[config.mk]
export PLATFORM = sky130hd
export DESIGN_NAME = axi_rd_scheduler
export DESIGN_NICKNAME = d
export VERILOG_FILES = /design/src/rtl/axi_rd_scheduler.sv
export SDC_FILE = /design/constraint.sdc
export NUM_CORES = 1
export LEC_CHECK = 0
export CORE_ASPECT_RATIO = 0.9
export CORE_UTILIZATION = 47
export CTS_BUF_LIST = sky130_fd_sc_hd__clkbuf_8
export DETAILED_ROUTE_END_ITERATION = 12
export PLACE_DENSITY = 0.74
export REMOVE_ABC_BUFFERS = 1
export SLEW_MARGIN = 40
export SYNTH_ARGS = -nofsm -noshare
export SYNTH_HDL_FRONTEND = slang
export SYNTH_SLANG_ARGS = --single-unit
[constraint.sdc]
create_clock -name clk -period 3.2 [get_ports clk]
set_clock_uncertainty 0.2 [all_clocks]
set_input_delay 0.8 -clock clk [delete_from_list [all_inputs] [get_ports clk]]
set_output_delay 0.8 -clock clk [all_outputs]
set_load 0.02 [all_outputs]
[src/rtl/axi_rd_scheduler.sv]
// Round-robin AXI read-address scheduler for three frame-read channels; AR issue 3 cycles after frame_start, then up to one AR every 2 cycles.
// Grants are gated by the channel and DDR FIFO full flags and an outstanding-burst cap; a presented AR is held until arready.
module axi_rd_scheduler #(
  parameter int ADDR_WIDTH      = 28,
  parameter int DDR_DWIDTH      = 256,
  parameter int AXI_RD_LEN      = 16,
  parameter int MAX_OUTSTANDING = 4
) (
  input  logic                    clk,
  input  logic                    rst,
  input  logic [2:0]              frame_start,
  input  logic [3*ADDR_WIDTH-1:0] base_addr,
  input  logic [47:0]             frame_bursts,
  input  logic [2:0]              rd_fifo_full,
  input  logic                    ddr_fifo_full,
  output logic [ADDR_WIDTH-1:0]   axi_araddr,
  output logic [3:0]              axi_arid,
  output logic [7:0]              axi_arlen,
  output logic                    axi_arvalid,
  input  logic                    axi_arready,
  input  logic [3:0]              axi_rid,
  input  logic                    axi_rvalid,
  input  logic                    axi_rlast,
  output logic [2:0]              busy,
  output logic [2:0]              frame_done
);

  localparam int BURST_BYTES = AXI_RD_LEN * DDR_DWIDTH / 8;
  localparam logic [ADDR_WIDTH-1:0] BURST_INC = ADDR_WIDTH'(BURST_BYTES);
  localparam logic [3:0] MAX_OUT = 4'(MAX_OUTSTANDING);

  typedef enum logic {IDLE, REQ} state_t;
  state_t state, state_nxt;

  logic [ADDR_WIDTH-1:0] cur_addr [3];
  logic [15:0]           remaining [3];
  logic [2:0]            active;
  logic [2:0]            restart_pend;
  logic [1:0]            last_grant;
  logic [1:0]            grant_ch;
  logic [3:0]            outstanding;

  logic [2:0] elig;
  logic [2:0] apply;
  logic [2:0] idx;
  logic [1:0] win_ch;
  logic       win_vld;
  logic       hs;
  logic       dec;

  always_ff @(posedge clk) begin
    if (rst) state <= IDLE;
    else     state <= state_nxt;
  end

  always_comb begin
    state_nxt = state;
    apply     = '0;
    hs        = 1'b0;
    elig      = '0;
    win_vld   = 1'b0;
    win_ch    = 2'd0;
    idx       = 3'd0;
    dec       = axi_rvalid & axi_rlast & ~axi_rid[3] & (outstanding != 4'd0);
    for (int i = 0; i < 3; i++)
      elig[i] = active[i] & ~restart_pend[i] & ~rd_fifo_full[i] & ~ddr_fifo_full & (outstanding < MAX_OUT);
    // walk lowest priority first so the highest-priority eligible channel is the final assignment
    for (int k = 2; k >= 0; k--) begin
      idx = {1'b0, last_grant} + 3'd1 + 3'(k);
      if (idx >= 3'd3) idx = idx - 3'd3;
      if (elig[idx[1:0]]) begin
        win_vld = 1'b1;
        win_ch  = idx[1:0];
      end
    end
    case (state)
      IDLE: begin
        apply = restart_pend;
        if (win_vld) state_nxt = REQ;
      end
      REQ: begin
        hs = axi_arready;
        if (axi_arready) state_nxt = IDLE;
      end
      default: state_nxt = IDLE;
    endcase
  end

  always_ff @(posedge clk) begin
    if (rst) begin
      for (int i = 0; i < 3; i++) begin
        cur_addr[i]  <= '0;
        remaining[i] <= '0;
      end
      active       <= '0;
      restart_pend <= '0;
      frame_done   <= '0;
      last_grant   <= 2'd2;
      grant_ch     <= 2'd0;
      outstanding  <= '0;
      axi_araddr   <= '0;
      axi_arid     <= '0;
    end else begin
      frame_done <= '0;
      for (int i = 0; i < 3; i++) begin
        if (apply[i]) begin
          cur_addr[i]   <= base_addr[i*ADDR_WIDTH +: ADDR_WIDTH];
          remaining[i]  <= frame_bursts[i*16 +: 16];
          active[i]     <= (frame_bursts[i*16 +: 16] != 16'd0);
          frame_done[i] <= (frame_bursts[i*16 +: 16] == 16'd0);
        end else if (hs && grant_ch == 2'(i)) begin
          cur_addr[i]  <= cur_addr[i] + BURST_INC;
          remaining[i] <= remaining[i] - 16'd1;
          if (remaining[i] == 16'd1) begin
            active[i]     <= 1'b0;
            frame_done[i] <= 1'b1;
          end
        end
        // a pulse landing while a restart is pending (or being applied) is absorbed
        restart_pend[i] <= apply[i] ? 1'b0 : (restart_pend[i] | frame_start[i]);
      end
      if (state == IDLE && win_vld) begin
        grant_ch   <= win_ch;
        axi_araddr <= cur_addr[win_ch];
        axi_arid   <= {1'b0, 3'b001 << win_ch};
      end
      if (hs) last_grant <= grant_ch;
      if (hs && !dec)      outstanding <= outstanding + 4'd1;
      else if (!hs && dec) outstanding <= outstanding - 4'd1;
    end
  end

  assign axi_arvalid = (state == REQ);
  assign axi_arlen   = 8'(AXI_RD_LEN - 1);
  assign busy        = active;

endmodule

==> impl_summary.txt, run 1 <==
----------------------------------------------------
[Finish]
  Synthesis-to-layout area growth ... 27.9%
  Fraction of final layout cells with drive strength greater than 1 ... 0.0684
  Share of the core filled with cells ... 0.619
  Design area ... roughly 12000 um^2
  Antenna diode instance count ... 0
  Final net count ... ~1400
  Count of non-filler cells in the finished layout ... 1454

[Timing]
  Highest achievable clock rate ... ~0.34 GHz
  Final setup margin ... roughly 0.29 ns
  Worst slew margin relative to its limit ... 0.555
  Unrepaired setup endpoints after global routing ... false
  Number of setup violations in the final report ... 0
  Least-Margin Pin Slew ... ~0.66 ns
  Period utilisation layout ... 0.910
  Final max-slew violation count ... 0
  Final critical path time including I/O delays and setup ... ~2.9 ns
  Number of hold violations in the final report ... 0
  Final-layout setup total negative slack ... 0 ns

[Critical path]
  Cell depth of the worst setup path ... 8
  Kind of start point of the critical path ... primary input
  Path type of the worst setup path ... primary input to register
  Critical path's largest stage delay ... 0.43 ns
  Register-to-Register Setup Slack ... 0.36 ns
  Critical-path cell list ... clkdlybuf4s50_1 > nor3b_1 > mux2i_1 > or3b_1 > a31oi_4 > buf_4 > nor2_1 > a311oi_1
  Master of the slowest instance on the critical path ... sky130_fd_sc_hd__clkdlybuf4s50_1
  Data required time of the worst path ... ~3.4 ns
  Capture instance of the worst register-to-register path ... axi_araddr[1]$_SDFFE_PP0P_
  Type of destination of the critical path ... register
  Launch point of the worst reg-to-reg path ... last_grant[0]$_SDFFE_PP0P_
  Worst path top cell family by delay ... simple AND/OR/NAND/NOR gates
  Highest fanout seen on the critical path ... 13
  Data arrival time of the worst path ... 3.07 ns
  Crit path buf inv count ... 2
  Worst R2R Path Depth ... 9
  Capturing instance or port of the critical path ... axi_araddr[1]$_SDFFE_PP0P_
  Launch point of the worst path ... rd_fifo_full[2]

[Place]
  RD Place Congestion ... 0.880
  Post-placement worst setup slack ... -0.138 ns
  Placed wire-length estimate after detailed placement ... between 15000 and 20000 um
  Number of buffers inserted by port buffering ... between 150 and 200
  Placed inst area ... roughly 12000 um^2
  Placed instance count ... approximately 1400

[Yosys]
  Prevailing post-synth register cell ... sky130_fd_sc_hd__edfxtp_1
  Average cell area after synthesis ... 9.73 um^2
  Share of flip-flops with an asynchronous set or reset ... 0
  Number of different library cells in the post-synthesis netlist ... between 50 and 60
  Share of Yosys cell area claimed by the top area cell type ... 0.406
  Fraction of the yosys area taken by sequential cells ... 0.506
  Cell count after synthesis ... roughly 1000
  Syn Std Cell Area ... 9770 um^2
  Post-synth EDFFs ... between 100 and 150
  Total number of yosys warnings ... 0
  Post-synthesis sequential element count ... approximately 180
  Cell taking the most area after synthesis ... sky130_fd_sc_hd__edfxtp_1
  Top cells by area, synth ... sky130_fd_sc_hd__edfxtp_1, sky130_fd_sc_hd__dfxtp_1, sky130_fd_sc_hd__nor2_1

[Die]
  Die Wd ... approximately 150 um
  Total die area ... roughly 21000 um^2
  Starting utilization of the core area ... 0.484
  Number of primary I/O pins ... roughly 200
  Die extent in y ... ~140 um
  Total core area ... 20200 um^2
  Number of placement rows ... a little under 50

[Routing]
  Via count ... between 8000 and 9000
  Detailed-route vias per instance ... around 5.7
  Number of design rule violations left after detail routing ... 0
  First drt pass iteration count ... 5
  DR WL/cell ... ~18 um
  ANT nets after route ... 0
  Total Wirelength ... 26000 um
  Initial DRC count ... ~710

[GRT]
  Gr usage total ... 0.247
  Pin count of the biggest net entering global routing ... between 60 and 70
  Number of global-route vias before repair ... just under 8000
  Global-route wire length before repair ... a little over 40000 um
  Total grt overflow ... 0
  Initial antenna violation count ... 0

[Pwr]
  Power per cell area ... about 480 nW/um^2
  Peak supply drop ... 0.000253 V
  Leakage ... about 4.4 nW

[Clock tree]
  Register clock-pin slew on the reported worst setup and hold paths ... roughly 0.09 ns
  Total CTS buffers ... 17
  Clock latency of the later-clocked register in the worst-skew pair ... between 0.4 and 0.5 ns
  Total setup buffers inserted after CTS ... 0
  Resized Gates After CTS ... 0
  Clock tree from TritonCTS ... built
  Cell chosen for the clock root ... sky130_fd_sc_hd__clkbuf_8
  Largest buffer count on any clock path ... 2
  Clock tree sinks ... ~180
  Depth of the CTS H-tree ... 4
  CTS Hold Bufs ... 0

[Outcome]
  Status ... finished clean

[Min path]
  Class of the tightest hold or removal check ... register to register

[Run]
  Number of max-capacitance violations reported ... 0

----------------------------------------------------
==> flip-flops by register name, summed over array words and instances, names as in the netlist <==
| register | count |
|---|---|
| frame_done | 3 |
| remaining | 48 |
| last_grant | 2 |
| axi_arid | 3 |
| cur_addr | 84 |
| outstanding | 4 |
| axi_araddr | 28 |
| grant_ch | 2 |
| axi_arvalid | 1 |
| busy | 3 |
| restart_pend | 3 |
==> cell type report <==
type | count | area [um^2]
fill | 1710 | 7680
sequential | 181 | 4940
multi-input combinational | 745 | 4490
timing repair buffer | 218 | 2210
tap | 255 | 319
clock buffer | 18 | 248
clock inverter | 14 | 184
inverter | 23 | 86.3
==> per-stage QoR <==
step,power [mW],hold slack [ns]
detailed placement,4.27,0.294
global route,6.20,0.323
global placement,4.24,0.287
finish,5.95,0.305
CTS,5.96,0.307
floorplan,3.68,0.273
==> worst min-delay path by stage <==
stage | startpoint | end | cells past startpoint
3_3_place_gp | axi_araddr[27]$_SDFFE_PP0P_ | axi_araddr[27]$_SDFFE_PP0P_ | 2
4_1_cts | axi_araddr[26]$_SDFFE_PP0P_ | axi_araddr[26]$_SDFFE_PP0P_ | 2
6_report | axi_araddr[23]$_SDFFE_PP0P_ | axi_araddr[23]$_SDFFE_PP0P_ | 2
3_5_place_dp | axi_araddr[6]$_SDFFE_PP0P_ | axi_araddr[6]$_SDFFE_PP0P_ | 2
2_1_floorplan | last_grant[0]$_SDFFE_PP0P_ | last_grant[0]$_SDFFE_PP0P_ | 2
5_1_grt | axi_araddr[26]$_SDFFE_PP0P_ | axi_araddr[26]$_SDFFE_PP0P_ | 2
==> power by group <==
part,total (mW),switching [mW],leakage [nW],internal (mW)
Combinational,1.18,0.605,2.36,0.574
Clock,1.72,0.855,0.218,0.867
Sequential,3.05,0.235,1.80,2.81
Total,5.95,1.69,4.37,4.26
==> cell families (layout without fill, tap and decap cells) <==
family | after synthesis | after routing | share of synthesized area
buffers and inverters | 85 | 273 | 0.0386
AO/OA/AOI/OAI | 209 | 209 | 0.146
flip-flops | 181 | 181 | 0.506
multiplexers | 3 | 3 | 0.00307
XOR/XNOR | 93 | 93 | 0.0834
other | 2 | 9 | 0.000769
adder cells (fa/ha/maj) | 16 | 16 | 0.0213
AND/OR/NAND/NOR | 415 | 415 | 0.201
==> Yosys cell counts, types with 3 or more instances <==
master / n
sky130_fd_sc_hd__a21oi_1: 32
sky130_fd_sc_hd__clkbuf_1: 42
sky130_fd_sc_hd__or3_1: 7
sky130_fd_sc_hd__dfxtp_1: 49
sky130_fd_sc_hd__and2_1: 5
sky130_fd_sc_hd__o21ai_0: 48
sky130_fd_sc_hd__buf_4: 14
sky130_fd_sc_hd__edfxtp_1: 132
sky130_fd_sc_hd__nand3_1: 35
sky130_fd_sc_hd__nor2_1: 149
sky130_fd_sc_hd__mux2i_1: 3
sky130_fd_sc_hd__a211oi_1: 52
sky130_fd_sc_hd__a22oi_1: 29
sky130_fd_sc_hd__nand2b_1: 6
sky130_fd_sc_hd__a311oi_1: 29
sky130_fd_sc_hd__xor2_1: 39
sky130_fd_sc_hd__buf_2: 4
sky130_fd_sc_hd__nor4_1: 19
sky130_fd_sc_hd__nand4_1: 8
sky130_fd_sc_hd__xnor2_1: 54
sky130_fd_sc_hd__inv_1: 23
sky130_fd_sc_hd__nand2_1: 102
sky130_fd_sc_hd__ha_1: 15
sky130_fd_sc_hd__nor3_1: 26
sky130_fd_sc_hd__and3_1: 37
sky130_fd_sc_hd__nor2b_1: 4
==> layer usage <==
metal,wire length (um),global-route usage,share of wire
met2,12100,0.390,0.47
met3,1940,0.0484,0.075
met1,11600,0.350,0.45
met5,0,0,0
met4,348,0.0589,0.013
==> layout by cell type, fill, tap and decap left out, types with 8 or more instances in the layout <==
master,count
sky130_fd_sc_hd__clkdlybuf4s50_1,181
sky130_fd_sc_hd__buf_4,26
sky130_fd_sc_hd__inv_1,24
sky130_fd_sc_hd__ha_1,15
sky130_fd_sc_hd__dfxtp_1,49
sky130_fd_sc_hd__a211oi_1,52
sky130_fd_sc_hd__nor2_1,147
sky130_fd_sc_hd__a21oi_1,32
sky130_fd_sc_hd__nand4_1,8
sky130_fd_sc_hd__nand2_1,101
sky130_fd_sc_hd__nand3_1,35
sky130_fd_sc_hd__xnor2_1,54
sky130_fd_sc_hd__conb_1,9
sky130_fd_sc_hd__o21ai_0,48
sky130_fd_sc_hd__nor4_1,19
sky130_fd_sc_hd__nor3_1,24
sky130_fd_sc_hd__clkbuf_8,18
sky130_fd_sc_hd__a22oi_1,29
sky130_fd_sc_hd__xor2_1,39
sky130_fd_sc_hd__edfxtp_1,132
sky130_fd_sc_hd__a311oi_1,29
sky130_fd_sc_hd__and3_1,37
sky130_fd_sc_hd__buf_12,10
==> worst reg2reg max path, stage by stage (launching register included) <==
cell                       delay, ns
sky130_fd_sc_hd__dfxtp_1        0.44
sky130_fd_sc_hd__inv_1          0.14
sky130_fd_sc_hd__ha_1           0.42
sky130_fd_sc_hd__inv_1          0.12
sky130_fd_sc_hd__mux2i_1        0.13
sky130_fd_sc_hd__or3b_1         0.43
sky130_fd_sc_hd__a31oi_4        0.29
sky130_fd_sc_hd__buf_4          0.23
sky130_fd_sc_hd__nor2_1         0.06
sky130_fd_sc_hd__a311oi_1       0.28
Note: power is estimated with default switching activity, not from simulation.
==> run 2: changes to the inputs <==
--- a/config.mk
+++ b/config.mk
@@ -5,7 +5,7 @@
 export SDC_FILE = /design/constraint.sdc
 export NUM_CORES = 1
 export LEC_CHECK = 0
-export CORE_ASPECT_RATIO = 0.9
+export CORE_ASPECT_RATIO = 0.75
 export CORE_UTILIZATION = 47
 export CTS_BUF_LIST = sky130_fd_sc_hd__clkbuf_8
 export DETAILED_ROUTE_END_ITERATION = 12
==> run 2 against run 1 <==
Against the previous run:
- flip-flop and latch count unchanged
- fmax increased by 3.1%
- final area decreased by 0.15%
- first-iteration DRC count increased by 5.8%
- clock power decreased by 3%
- worst hold slack got worse by 0.0049 ns
- non-clock buffer count decreased by 3
- sequential power about the same
- sequential share of layout area increased by 0.059 points
- critical endpoint is now axi_araddr[25]$_SDFFE_PP0P_
- largest power group unchanged
==> impl_summary.txt, run 2 (synthesis results as in run 1) <==
----------------------------------------------------
[Die]
  Starting utilization of the core area ... 0.481 (-0.00370)
  Number of primary I/O pins ... 195 (unchanged)
  Total die area ... 21400 um^2 (about the same)
  Total core area ... 20300 um^2 (+0.77%)
  Number of placement rows ... 45 (-8.2%)
  Die Wd ... 168 um (+9.4%)
  Die extent in y ... 127 um (-8.6%)

[Timing]
  Number of setup violations in the final report ... 0 (unchanged)
  Unrepaired setup endpoints after global routing ... false
  Final setup margin ... 0.375 ns (+0.0884 ns)
  Final-layout setup total negative slack ... 0 ns (unchanged)
  Worst slew margin relative to its limit ... 0.501 (-0.0538)
  Highest achievable clock rate ... 0.354 GHz (+3.1%)
  Final max-slew violation count ... 0 (unchanged)
  Final critical path time including I/O delays and setup ... 2.82 ns (-0.0884 ns)
  Least-Margin Pin Slew ... 0.743 ns (+0.0801 ns)
  Number of hold violations in the final report ... 0 (unchanged)
  Period utilisation layout ... 0.883 (-0.0276)

[Critical path]
  Worst path most repeated cell ... sky130_fd_sc_hd__inv_1
  Critical path's largest stage delay ... 0.45 ns (+0.02 ns)
  Critical-path cell list ... inv_1 > ha_1 > inv_1 > mux2i_1 > or3b_1 > a31oi_4 > buf_12 > nor2_1 > a311oi_1
  Kind of start point of the critical path ... register
  Worst path top cell family by delay ... simple AND/OR/NAND/NOR gates
  Crit path buf inv count ... 3 (+1)
  Highest fanout seen on the critical path ... 51 (+38)
  Type of destination of the critical path ... register
  Path type of the worst setup path ... register to register
  Data arrival time of the worst path ... 3.00 ns (-0.07 ns)
  Master of the slowest instance on the critical path ... sky130_fd_sc_hd__dfxtp_1
  Data required time of the worst path ... 3.37 ns (about the same)

[Finish]
  Register with the highest flop count ... cur_addr
  Number of flip-flops in the largest register ... 84 (unchanged)
  Largest registers ... cur_addr x84, remaining x48, axi_araddr x28
  Fraction of final layout cells with drive strength greater than 1 ... 0.0669 (-0.00150)
  Synthesis-to-layout area growth ... 27.7%
  Share of the core filled with cells ... 0.613 (-0.00565)
  Final-layout fill cell count ... 1671 (-2.3%)
  Count of non-filler cells in the finished layout ... 1478 (+1.7%)
  Most frequent cells in the layout ... sky130_fd_sc_hd__clkdlybuf4s50_1, sky130_fd_sc_hd__nor2_1, sky130_fd_sc_hd__edfxtp_1
  Antenna diode instance count ... 0 (unchanged)
  Final net count ... 1347 (-0.22%)
  Most common cell after layout, fill and taps aside ... sky130_fd_sc_hd__clkdlybuf4s50_1

[Clock tree]
  Resized Gates After CTS ... 0 (unchanged)
  Total setup buffers inserted after CTS ... 0 (unchanged)
  Largest buffer count on any clock path ... 2 (unchanged)
  Cell chosen for the clock root ... sky130_fd_sc_hd__clkbuf_8
  Clock tree from TritonCTS ... built
  Register clock-pin slew on the reported worst setup and hold paths ... 0.10 ns (about the same)
  Total CTS buffers ... 17 (unchanged)
  CTS Hold Bufs ... 0 (unchanged)
  Depth of the CTS H-tree ... 4 (unchanged)
  Clock tree sinks ... 181 (unchanged)
  Clock latency of the later-clocked register in the worst-skew pair ... 0.46 ns (about the same)

[GRT]
  Initial antenna violation count ... 0 (unchanged)
  Gr usage total ... 0.254 (+0.00663)
  Global-route wire length before repair ... 42000 um (+1.9%)
  Pin count of the biggest net entering global routing ... 52 (-19%)
  Number of global-route vias before repair ... 7904 (+0.87%)
  Total grt overflow ... 0 (unchanged)

[Routing]
  Number of design rule violations left after detail routing ... 0 (unchanged)
  First drt pass iteration count ... 5 (unchanged)
  Via count ... 8301 (-0.072%)
  DR WL/cell ... 17.9 um (+0.15%)
  Detailed-route vias per instance ... 5.62 (-1.7%)
  ANT nets after route ... 0 (unchanged)
  Total Wirelength ... 26400 um (+1.8%)
  Initial DRC count ... 749 (+5.8%)

[Run]
  Number of max-capacitance violations reported ... 0 (unchanged)

[Pwr]
  Power per cell area ... 472 nW/um^2 (-0.83%)
  Peak supply drop ... 0.000278 V (+9.9%)
  Final Power ... 5.89 mW (-0.98%)
  Leakage ... 4.33 nW (-1.0%)

[Place]
  Placed instance count ... 1446 (+1.7%)
  Placed wire-length estimate after detailed placement ... 18900 um (+0.56%)
  Post-placement worst setup slack ... -0.0527 ns (+0.0854 ns)
  RD Place Congestion ... 0.898 (+2.1%)
  Number of buffers inserted by port buffering ... 182 (unchanged)

[Min path]
  Class of the tightest hold or removal check ... register to register

[Outcome]
  Status ... finished clean

----------------------------------------------------
[run 2: cell types whose count changed in the layout (fill, tap and decap cells not counted)]
cell	before	now
sky130_fd_sc_hd__inv_1	24	23
sky130_fd_sc_hd__clkinv_4	2	3
sky130_fd_sc_hd__inv_6	1	2
sky130_fd_sc_hd__clkinvlp_4	2	5
sky130_fd_sc_hd__bufinv_16	4	3
sky130_fd_sc_hd__clkinv_2	3	1
sky130_fd_sc_hd__buf_4	26	24
sky130_fd_sc_hd__buf_12	10	9
sky130_fd_sc_hd__clkbuf_8	18	17
[run 2: worst paths after layout]
check                        startpoint                           to  slack, ns  cells past startpoint
max reg2reg  last_grant[0]$_SDFFE_PP0P_  axi_araddr[25]$_SDFFE_PP0P_       0.38                      9
min reg2reg  axi_araddr[7]$_SDFFE_PP0P_   axi_araddr[7]$_SDFFE_PP0P_       0.30                      2
min          axi_araddr[7]$_SDFFE_PP0P_   axi_araddr[7]$_SDFFE_PP0P_       0.30                      2
max          last_grant[0]$_SDFFE_PP0P_  axi_araddr[25]$_SDFFE_PP0P_       0.38                      9
[run 2: worst register-to-register path, delay by kind of cell, from the launching register on]
kind,cells,cell delay (ns)
and+or+nand+nor,2,0.53
adders and majority gates,1,0.43
DFF,1,0.45
muxes,1,0.13
AOI/OAI and AO/OA,2,0.49
buffers and inverters,3,0.50
[run 2: layout make-up]
cell class,instances,area (um^2),share of cell area
sequential,181,4940,0.397
multi-input combinational,745,4490,0.360
timing repair buffer,215,2180,0.175
tap,282,353,0.0283
clock buffer,17,234,0.0188
clock inverter,15,180,0.0144
inverter,23,86.3,0.00692
[run 2: per-layer routing]
metal	track usage	share of wire	up-vias
li1	-	-	4020
met1	0.364	0.46	3901
met2	0.393	0.45	350
met3	0.0490	0.079	30
met4	0.0684	0.013	0
met5	0	0	-
[run 2: power breakdown]
| part | switching [mW] | leakage (nW) | internal, mW |
|---|---|---|---|
| clock | 0.887 | 0.192 | 0.775 |
| combinational | 0.614 | 2.34 | 0.565 |
| sequential | 0.234 | 1.80 | 2.81 |
| total | 1.74 | 4.33 | 4.16 |
[run 2: through the flow]
stage               area, um^2  hold slack [ns]
floorplan                 9500            0.273
global placement         12100            0.279
detailed placement       12100            0.289
CTS                      12500            0.302
global route             12500            0.331
finish                   12500            0.300
